$ cat src/rtl/pipeline_hazard_ctrl.sv
// Load-use hazard controller for a 5-stage pipeline.
// A per-register scoreboard counts down the cycles until a load's data can be
// forwarded into p3. A reader in p2 that hits a pending entry is held in place
// and a bubble is sent down into p3 until the entry clears. A taken branch in
// p3 squashes p1/p2. A busy data memory freezes the whole pipe, including this
// block's own state.
module pipeline_hazard_ctrl #(
    parameter int REG_ADDR_WIDTH = 4,
    parameter int LOAD_LAT       = 1,
    parameter int ZERO_REG       = 1,
    parameter int CNT_WIDTH      = 16
) (
    input  logic                      clk,
    input  logic                      RST,
    input  logic                      valid_p2,
    input  logic [REG_ADDR_WIDTH-1:0] A_addr,
    input  logic [REG_ADDR_WIDTH-1:0] B_addr,
    input  logic                      A_used,
    input  logic                      B_used,
    input  logic                      wr_en_p2,
    input  logic [REG_ADDR_WIDTH-1:0] wr_addr_p2,
    input  logic                      is_load_p2,
    input  logic                      branch_taken_p3,
    input  logic                      mem_busy,
    output logic                      stall_p12,
    output logic                      bubble_p3,
    output logic                      flush_p12,
    output logic                      freeze,
    output logic [CNT_WIDTH-1:0]      stall_cnt
);

    localparam int         NUM_REGS = 1 << REG_ADDR_WIDTH;
    localparam logic [1:0] LAT_VAL  = 2'(LOAD_LAT);
    localparam logic       ZERO_EN  = (ZERO_REG != 0);

    // Remaining bubble cycles owed by a reader of each register.
    logic [1:0]           pend_reg [NUM_REGS];
    logic [CNT_WIDTH-1:0] stall_cnt_reg;

    logic haz_a;
    logic haz_b;
    logic haz;
    logic freeze_int;
    logic flush_int;
    logic stall_int;
    logic bubble_int;
    logic issue;
    logic wr_track;

    // Hazard detection and stall/flush/freeze priority from the current state.
    always_comb begin
        haz_a      = A_used & (pend_reg[A_addr] != 2'd0)
                     & ~(ZERO_EN & (A_addr == '0));
        haz_b      = B_used & (pend_reg[B_addr] != 2'd0)
                     & ~(ZERO_EN & (B_addr == '0));
        haz        = valid_p2 & (haz_a | haz_b);
        freeze_int = mem_busy;
        flush_int  = branch_taken_p3 & ~mem_busy;
        stall_int  = freeze_int | (haz & ~flush_int);
        bubble_int = haz & ~flush_int & ~freeze_int;
        issue      = valid_p2 & ~stall_int & ~flush_int;
        // Only an instruction that actually leaves p2 may touch the scoreboard;
        // the hardwired-zero register is never tracked.
        wr_track   = issue & wr_en_p2 & ~(ZERO_EN & (wr_addr_p2 == '0));
    end

    // Outputs are forced low for as long as reset is held, independent of the clock.
    always_comb begin
        freeze    = freeze_int & ~RST;
        flush_p12 = flush_int  & ~RST;
        stall_p12 = stall_int  & ~RST;
        bubble_p3 = bubble_int & ~RST;
        stall_cnt = stall_cnt_reg;
    end

    // One down-counter per register: a new write overrides the decrement; a
    // load arms the entry, an ALU write clears any older pending load (WAW).
    generate
        for (genvar gi = 0; gi < NUM_REGS; gi++) begin : g_pend
            always_ff @(posedge clk or posedge RST) begin
                if (RST) begin
                    pend_reg[gi] <= 2'd0;
                end else if (!freeze_int) begin
                    if (wr_track && (wr_addr_p2 == REG_ADDR_WIDTH'(gi))) begin
                        pend_reg[gi] <= is_load_p2 ? LAT_VAL : 2'd0;
                    end else if (pend_reg[gi] != 2'd0) begin
                        pend_reg[gi] <= pend_reg[gi] - 2'd1;
                    end
                end
            end
        end
    endgenerate

    // Saturating count of load-use bubble cycles.
    always_ff @(posedge clk or posedge RST) begin
        if (RST) begin
            stall_cnt_reg <= '0;
        end else if (bubble_int && (stall_cnt_reg != '1)) begin
            stall_cnt_reg <= stall_cnt_reg + CNT_WIDTH'(1);
        end
    end

endmodule

$ cat config.mk
export PLATFORM = sky130hd
export DESIGN_NAME = pipeline_hazard_ctrl
export DESIGN_NICKNAME = d
export VERILOG_FILES = /design/src/rtl/pipeline_hazard_ctrl.sv
export SDC_FILE = /design/constraint.sdc
export NUM_CORES = 1
export LEC_CHECK = 0
export CAP_MARGIN = 10
export CORE_UTILIZATION = 51
export DETAILED_ROUTE_END_ITERATION = 8
export PLACE_DENSITY = 0.75
export SLEW_MARGIN = 40
export SYNTH_ARGS = -nofsm -noshare
export SYNTH_HDL_FRONTEND = slang
export SYNTH_SLANG_ARGS = --single-unit
export TNS_END_PERCENT = 20
$ cat constraint.sdc
create_clock -name clk -period 2.6 [get_ports clk]
set_input_delay 0.52 -clock clk [delete_from_list [all_inputs] [get_ports clk]]
set_output_delay 0.52 -clock clk [all_outputs]
set_load 0.02 [all_outputs]
==> results of run 1 <==
[timing repair]
| action | in CTS | in global routing |
|---|---|---|
| pin swaps | 5 | 4 |
| hold buffers | 0 | 0 |
| endpoints found under the setup margin | 15 | 18 |
| resized for setup | 25 | 15 |
| buffers inserted | 3 | 2 |
[cells by family (layout without fill, tap and decap cells)]
| family | Yosys count | count (layout) | share of synthesized area |
|---|---|---|---|
| fa+ha+maj | 16 | 16 | 0.0618 |
| xor+xnor | 15 | 15 | 0.0405 |
| flops | 46 | 46 | 0.355 |
| buf+inv | 54 | 157 | 0.0664 |
| compound gates | 85 | 85 | 0.195 |
| simple gates | 162 | 162 | 0.271 |
| mux | 2 | 2 | 0.0104 |
[routing by layer]
layer  vias up  routed length (um)  global-route usage
met3        17                 606              0.0533
li1       1596                   -                   -
met1      1620                4230               0.419
met5         -                   0                   0
met4         0                 157              0.0719
met2       136                4310               0.475
[critical path, stage by stage, from the launching register on]
cell and delay (ns):
dfrtp_1 0.39, or2_1 0.27, mux4_2 0.47, o221ai_2 0.16, a21o_1 0.16, nand2_2 0.09, a31oi_1 0.14, nor2_1 0.06
buf_4 0.16
[layout make-up]
type                    instances  area, um^2
flip-flops and latches         46        1150
multi-input cells             280        1960
inverters                      36         135
clock buffers                   6        72.6
clock inverters                 2        37.5
well taps                      75        93.8
repair buffers                113         927
fillers                       459        1640
[stage by stage]
step	setup slack, ns	cell area [um^2]
after floorplan	-0.0992	3250
after global placement	-0.780	4180
after detailed placement	-0.874	4180
after CTS	-0.101	4330
after global routing	-0.214	4380
final	-0.135	4380
[cells in the final DEF (no fill, tap or decap), drive strengths merged, types with 4 or more instances in the layout]
| cell | netlist | final |
|---|---|---|
| a21o | 9 | 9 |
| a21oi | 13 | 13 |
| a221oi | 11 | 11 |
| a22oi | 6 | 6 |
| and3 | 10 | 10 |
| buf | 8 | 75 |
| clkbuf | 10 | 9 |
| clkdlybuf4s50 | 0 | 30 |
| dfrtp | 46 | 46 |
| ha | 16 | 16 |
| inv | 36 | 36 |
| nand2 | 32 | 32 |
| nand3 | 15 | 15 |
| nand4 | 4 | 4 |
| nor2 | 19 | 19 |
| nor3 | 25 | 25 |
| nor3b | 4 | 4 |
| o21ai | 14 | 14 |
| o22ai | 5 | 5 |
| or2 | 4 | 4 |
| or3 | 25 | 25 |
| xnor2 | 13 | 13 |
[power by group]
part / internal, W / switching (W) / total (W)
Clock: 0.000287 / 0.000269 / 0.000556
Combinational: 0.00105 / 0.00107 / 0.00212
Sequential: 0.000991 / 0.000202 / 0.00119
[worst min path at each step]
| stage | startpoint | end | slack [ns] | cells past startpoint |
|---|---|---|---|---|
| 2_1_floorplan | pend_reg[17]$_DFFE_PP0P_ | pend_reg[17]$_DFFE_PP0P_ | 0.49 | 1 |
| 3_3_place_gp | stall_cnt[4]$_DFFE_PP0P_ | stall_cnt[4]$_DFFE_PP0P_ | 0.48 | 1 |
| 3_5_place_dp | stall_cnt[4]$_DFFE_PP0P_ | stall_cnt[4]$_DFFE_PP0P_ | 0.48 | 1 |
| 4_1_cts | stall_cnt[4]$_DFFE_PP0P_ | stall_cnt[4]$_DFFE_PP0P_ | 0.50 | 1 |
| 5_1_grt | stall_cnt[4]$_DFFE_PP0P_ | stall_cnt[4]$_DFFE_PP0P_ | 0.51 | 1 |
| 6_report | stall_cnt[4]$_DFFE_PP0P_ | stall_cnt[4]$_DFFE_PP0P_ | 0.50 | 1 |
==> results.txt, run 1 <==
Peak supply drop: 0.000611 V
First-pass GRT wire length: 15.1 mm
DR DRC count: 0
Die area: 6680 um^2
Initial antenna violation count: 0
MaxCap Viol Count: 0
Vias in the first global route: 3179
Setup TNS: -0.240 ns
Final Non-Filler Cells: 558
Cells after synthesis: 380
FF-to-FF path depth: 10
Hold crit path type: register to register
Sequential share of the synthesized area: 0.355
Status: complete, but fails checks
Minimum clock period: 2.74 ns
TritonCTS buffer count: 5
Worst-Margin Slew: 0.663 ns
R2R Path End: pend_reg[28]$_DFFE_PP0P_
Final net count: 519
WL/cell: 16.7 um
Port Buffers: 40
Syn_area_per_cell: 8.53 um^2
Crit Path Max Fanout: 2
Post-route core utilization: 0.727
Overflow after GRT: 0
Syn-to-layout area delta: 35.2%
CP endpoint: stall_p12
Top Ports: 41
Post-synthesis cell type count: 58
Post-DR vias/cell: 6.04
Worst setup EP type: output port
Vias: 3369
Critical Path Start: pend_reg[5]$_DFFE_PP0P_
Worst-path clk slew: 0.10 ns
Worst setup SP type: register
Placed instance count: 546
WP data arrival: 2.22 ns
Number of routed nets with antenna violations: 0
Core Box Area: 6030 um^2
Post-synthesis register bit count: 46
Final hold violations: 0
PwrDens: 882 nW/um^2
Hold slack: 0.499 ns
Cell area after synthesis: 3240 um^2
R2r setup slk: 0.04 ns
Initial Util: 0.538
Worst EP required: 2.08 ns
Leakage: 2.01 nW
Antenna diode count: 0
RSZ-0062 raised after global routing: true
Ys Warns: 0
Most common cell in the netlist: dfrtp_1
PnR worst setup slack: -0.135 ns
Synth top cells by count: dfrtp_1, inv_1, nand2_1, nor3_1, or3_1
Largest area contributor in the netlist: dfrtp_1
Period utilisation layout: 1.05
GR Util All Layers: 0.298
Die Width: 81.7 um
1st-iter DRT viols: 261
CTS tree: yes
Number of flops mapped to enable cells by yosys: 0
Synth area leaders: dfrtp_1, ha_1, or3_1
Slew HR: 0.557
CTS Sinks: 46
Syn Nets: 417
Largest net degree at the start of global routing: 47
Slew Limit Fails: 0
Final setup fails: 3
Design Power: 0.00386 W
Ys flop type: dfrtp_1
Fmax: 366 MHz
Pre-antenna DRT Iters: 5
Clk Latency, worst-skew pair: 0.31 ns
Clock Path Buffers: 2
Root Driver: clkbuf_8
Max FFs per register: 30
Violated checks: setup timing
Chip Height: 81.7 um
Share of post-route cells with drive strength above 1: 0.228
Final WL: 9.30 mm
GPL Wtd Cong: 0.925
Hpwl dp: 6.67 mm
Cell row count: 28
Worst Skew: 0.00947 ns
Top cell type's share of synthesized area: 0.355
Async SR Flop Fraction: 1.00
FF-to-FF Start: pend_reg[4]$_DFFE_PP0P_
H-tree Lvls: 2
Crit Path Class: register to output port
(Power assumes the default switching activity.)
==> inputs of run 2 (changes only) <==
--- a/config.mk
+++ b/config.mk
@@ -9,6 +9,7 @@
 export CORE_UTILIZATION = 51
 export DETAILED_ROUTE_END_ITERATION = 8
 export PLACE_DENSITY = 0.75
+export SKIP_CTS_REPAIR_TIMING = 1
 export SLEW_MARGIN = 40
 export SYNTH_ARGS = -nofsm -noshare
 export SYNTH_HDL_FRONTEND = slang
==> run 2 against run 1 <==
Compared with the run above:
- hold slack about the same
- power up 0.73%
- non-clock buffer count unchanged
- critical path type unchanged
- clock-buffer cell count unchanged
- core utilization up 0.87 points
- sequential cell count unchanged
- die area unchanged
- the run still ends with setup timing left
- worst setup slack better by 0.014 ns
- largest power group unchanged
- sequential share of layout area down 0.31 points
- clock skew about the same
==> results.txt, run 2 (synthesis gave the netlist of run 1 again) <==
Worst-Margin Slew: 0.656 ns (was 0.663 ns)
Number of routed nets with antenna violations: 0 (unchanged)
Largest net degree at the start of global routing: 47 (unchanged)
Antenna diode count: 0 (unchanged)
Worst EP required: 2.08 ns (about the same)
Core Box Area: 6030 um^2 (unchanged)
Cell row count: 28 (unchanged)
1st-iter DRT viols: 273 (was 261)
GR Util All Layers: 0.297 (was 0.298)
Initial antenna violation count: 0 (unchanged)
Status: complete, but fails checks (unchanged)
Hold crit path type: register to register (unchanged)
Syn-to-layout area delta: 36.8% (was 35.2%)
Worst setup SP type: register (unchanged)
Slew Limit Fails: 0 (unchanged)
MaxCap Viol Count: 0 (unchanged)
TritonCTS buffer count: 5 (unchanged)
Share of post-route cells with drive strength above 1: 0.222 (was 0.228)
Final net count: 519 (unchanged)
Crit Path Max Fanout: 2 (unchanged)
GPL Wtd Cong: 0.925 (unchanged)
Peak supply drop: 0.000609 V (was 0.000611 V)
Initial Util: 0.538 (unchanged)
Violated checks: setup timing (unchanged)
Commonest non-fill, non-tap cells in the layout: buf_4, dfrtp_1, inv_1 (unchanged)
Dpl cell area: 4180 um^2 (unchanged)
Commonest non-fill, non-tap cell in the layout: buf_4 (unchanged)
Clk Latency, worst-skew pair: 0.31 ns (about the same)
PwrDens: 878 nW/um^2 (was 882 nW/um^2)
Final WL: 9.35 mm (was 9.30 mm)
Top Ports: 41 (unchanged)
CTS tree: yes (unchanged)
R2r setup slk: 0.08 ns (was 0.04 ns)
Die area: 6680 um^2 (unchanged)
Buffers and inverters on the worst path: 1 (unchanged)
Crit-path cells: or2_1 > mux4_2 > o221ai_2 > a21o_1 > nand2_2 > a31oi_1 > nor2_1 > buf_4 (unchanged)
WP data arrival: 2.20 ns (was 2.22 ns)
Hold slack: 0.499 ns (about the same)
Root Driver: clkbuf_8 (unchanged)
Top delay family on crit path: multiplexers (unchanged)
Max FFs per register: 30 (unchanged)
Final setup fails: 2 (was 3)
Leakage: 2.07 nW (was 2.01 nW)
H-tree Lvls: 2 (unchanged)
Post-DR vias/cell: 6.00 (was 6.04)
PnR worst setup slack: -0.121 ns (was -0.135 ns)
DP Worst Slack: -0.874 ns (unchanged)
Pre-antenna DRT Iters: 5 (unchanged)
Worst-path clk slew: 0.10 ns (about the same)
Critical path's largest stage delay: 0.47 ns (about the same)
Clock Path Buffers: 2 (unchanged)
Crit Path Class: register to output port (unchanged)
Crit-path slowest cell: mux4_2 (unchanged)
DR DRC count: 0 (unchanged)
First-pass GRT wire length: 15.0 mm (was 15.1 mm)
Setup TNS: -0.175 ns (was -0.240 ns)
Design Area, Final: 4430 um^2 (was 4380 um^2)
Hpwl dp: 6.67 mm (unchanged)
Vias in the first global route: 3137 (was 3179)
CTS Sinks: 46 (unchanged)
Worst setup EP type: output port (unchanged)
WL/cell: 16.8 um (was 16.7 um)
Fmax: 368 MHz (was 366 MHz)
Minimum clock period: 2.72 ns (was 2.74 ns)
Slew HR: 0.562 (was 0.557)
Chip Height: 81.7 um (unchanged)
Worst Skew: 0.00922 ns (was 0.00947 ns)
Final hold violations: 0 (unchanged)
Die Width: 81.7 um (unchanged)
Vias: 3349 (was 3369)
Port Buffers: 40 (unchanged)
RSZ-0062 raised after global routing: true (unchanged)
Overflow after GRT: 0 (unchanged)
Period utilisation layout: 1.05 (about the same)
==> run 2: worst register-to-register path: stages (launching register included) <==
cell	delay, ns
dfrtp_1	0.39
buf_4	0.14
nor3b_1	0.34
o211ai_1	0.17
o31ai_2	0.10
buf_4	0.17
a211oi_4	0.06
buf_4	0.18
or4_4	0.57
a21oi_4	0.15
o221a_1	0.19
==> run 2: layout make-up <==
cell class	instances	area, um^2
Multi-Input combinational cell	280	1990
Timing Repair Buffer	113	958
Sequential cell	46	1150
Inverter	36	135
Clock inverter	2	37.5
Fill cell	439	1590
Clock buffer	6	72.6
Tap cell	75	93.8
==> run 2: per-stage QoR <==
stage | util | instances | power, W
2_1_floorplan | - | 380 | 0.00242
3_3_place_gp | 0.694 | 546 | 0.00311
3_5_place_dp | 0.694 | 546 | 0.00321
4_1_cts | 0.712 | 554 | 0.00377
5_1_grt | 0.736 | 558 | 0.00419
6_report | 0.736 | 558 | 0.00389
==> run 2: final timing paths <==
kind	startpoint	cells past startpoint	end
min in group asynchronous	RST	3	pend_reg[9]$_DFFE_PP0P_
max in group asynchronous	RST	3	pend_reg[0]$_DFFE_PP0P_
worst max-delay path	pend_reg[5]$_DFFE_PP0P_	8	stall_p12
worst min-delay path	stall_cnt[4]$_DFFE_PP0P_	1	stall_cnt[4]$_DFFE_PP0P_
worst max register to register	pend_reg[4]$_DFFE_PP0P_	10	pend_reg[28]$_DFFE_PP0P_
worst min register to register	stall_cnt[4]$_DFFE_PP0P_	1	stall_cnt[4]$_DFFE_PP0P_
==> run 2: routing by layer <==
layer | vias up | GRT usage | share of wire
li1 | 1595 | - | -
met1 | 1608 | 0.421 | 0.46
met2 | 130 | 0.477 | 0.46
met3 | 16 | 0.0489 | 0.061
met4 | 0 | 0.0579 | 0.017
met5 | - | 0 | 0
==> run 2: report_power, final <==
group	leakage (nW)	internal [W]	switching (W)
registers	0.570	0.000991	0.000204
logic	1.45	0.00106	0.00108
clock network	0.0514	0.000287	0.000269
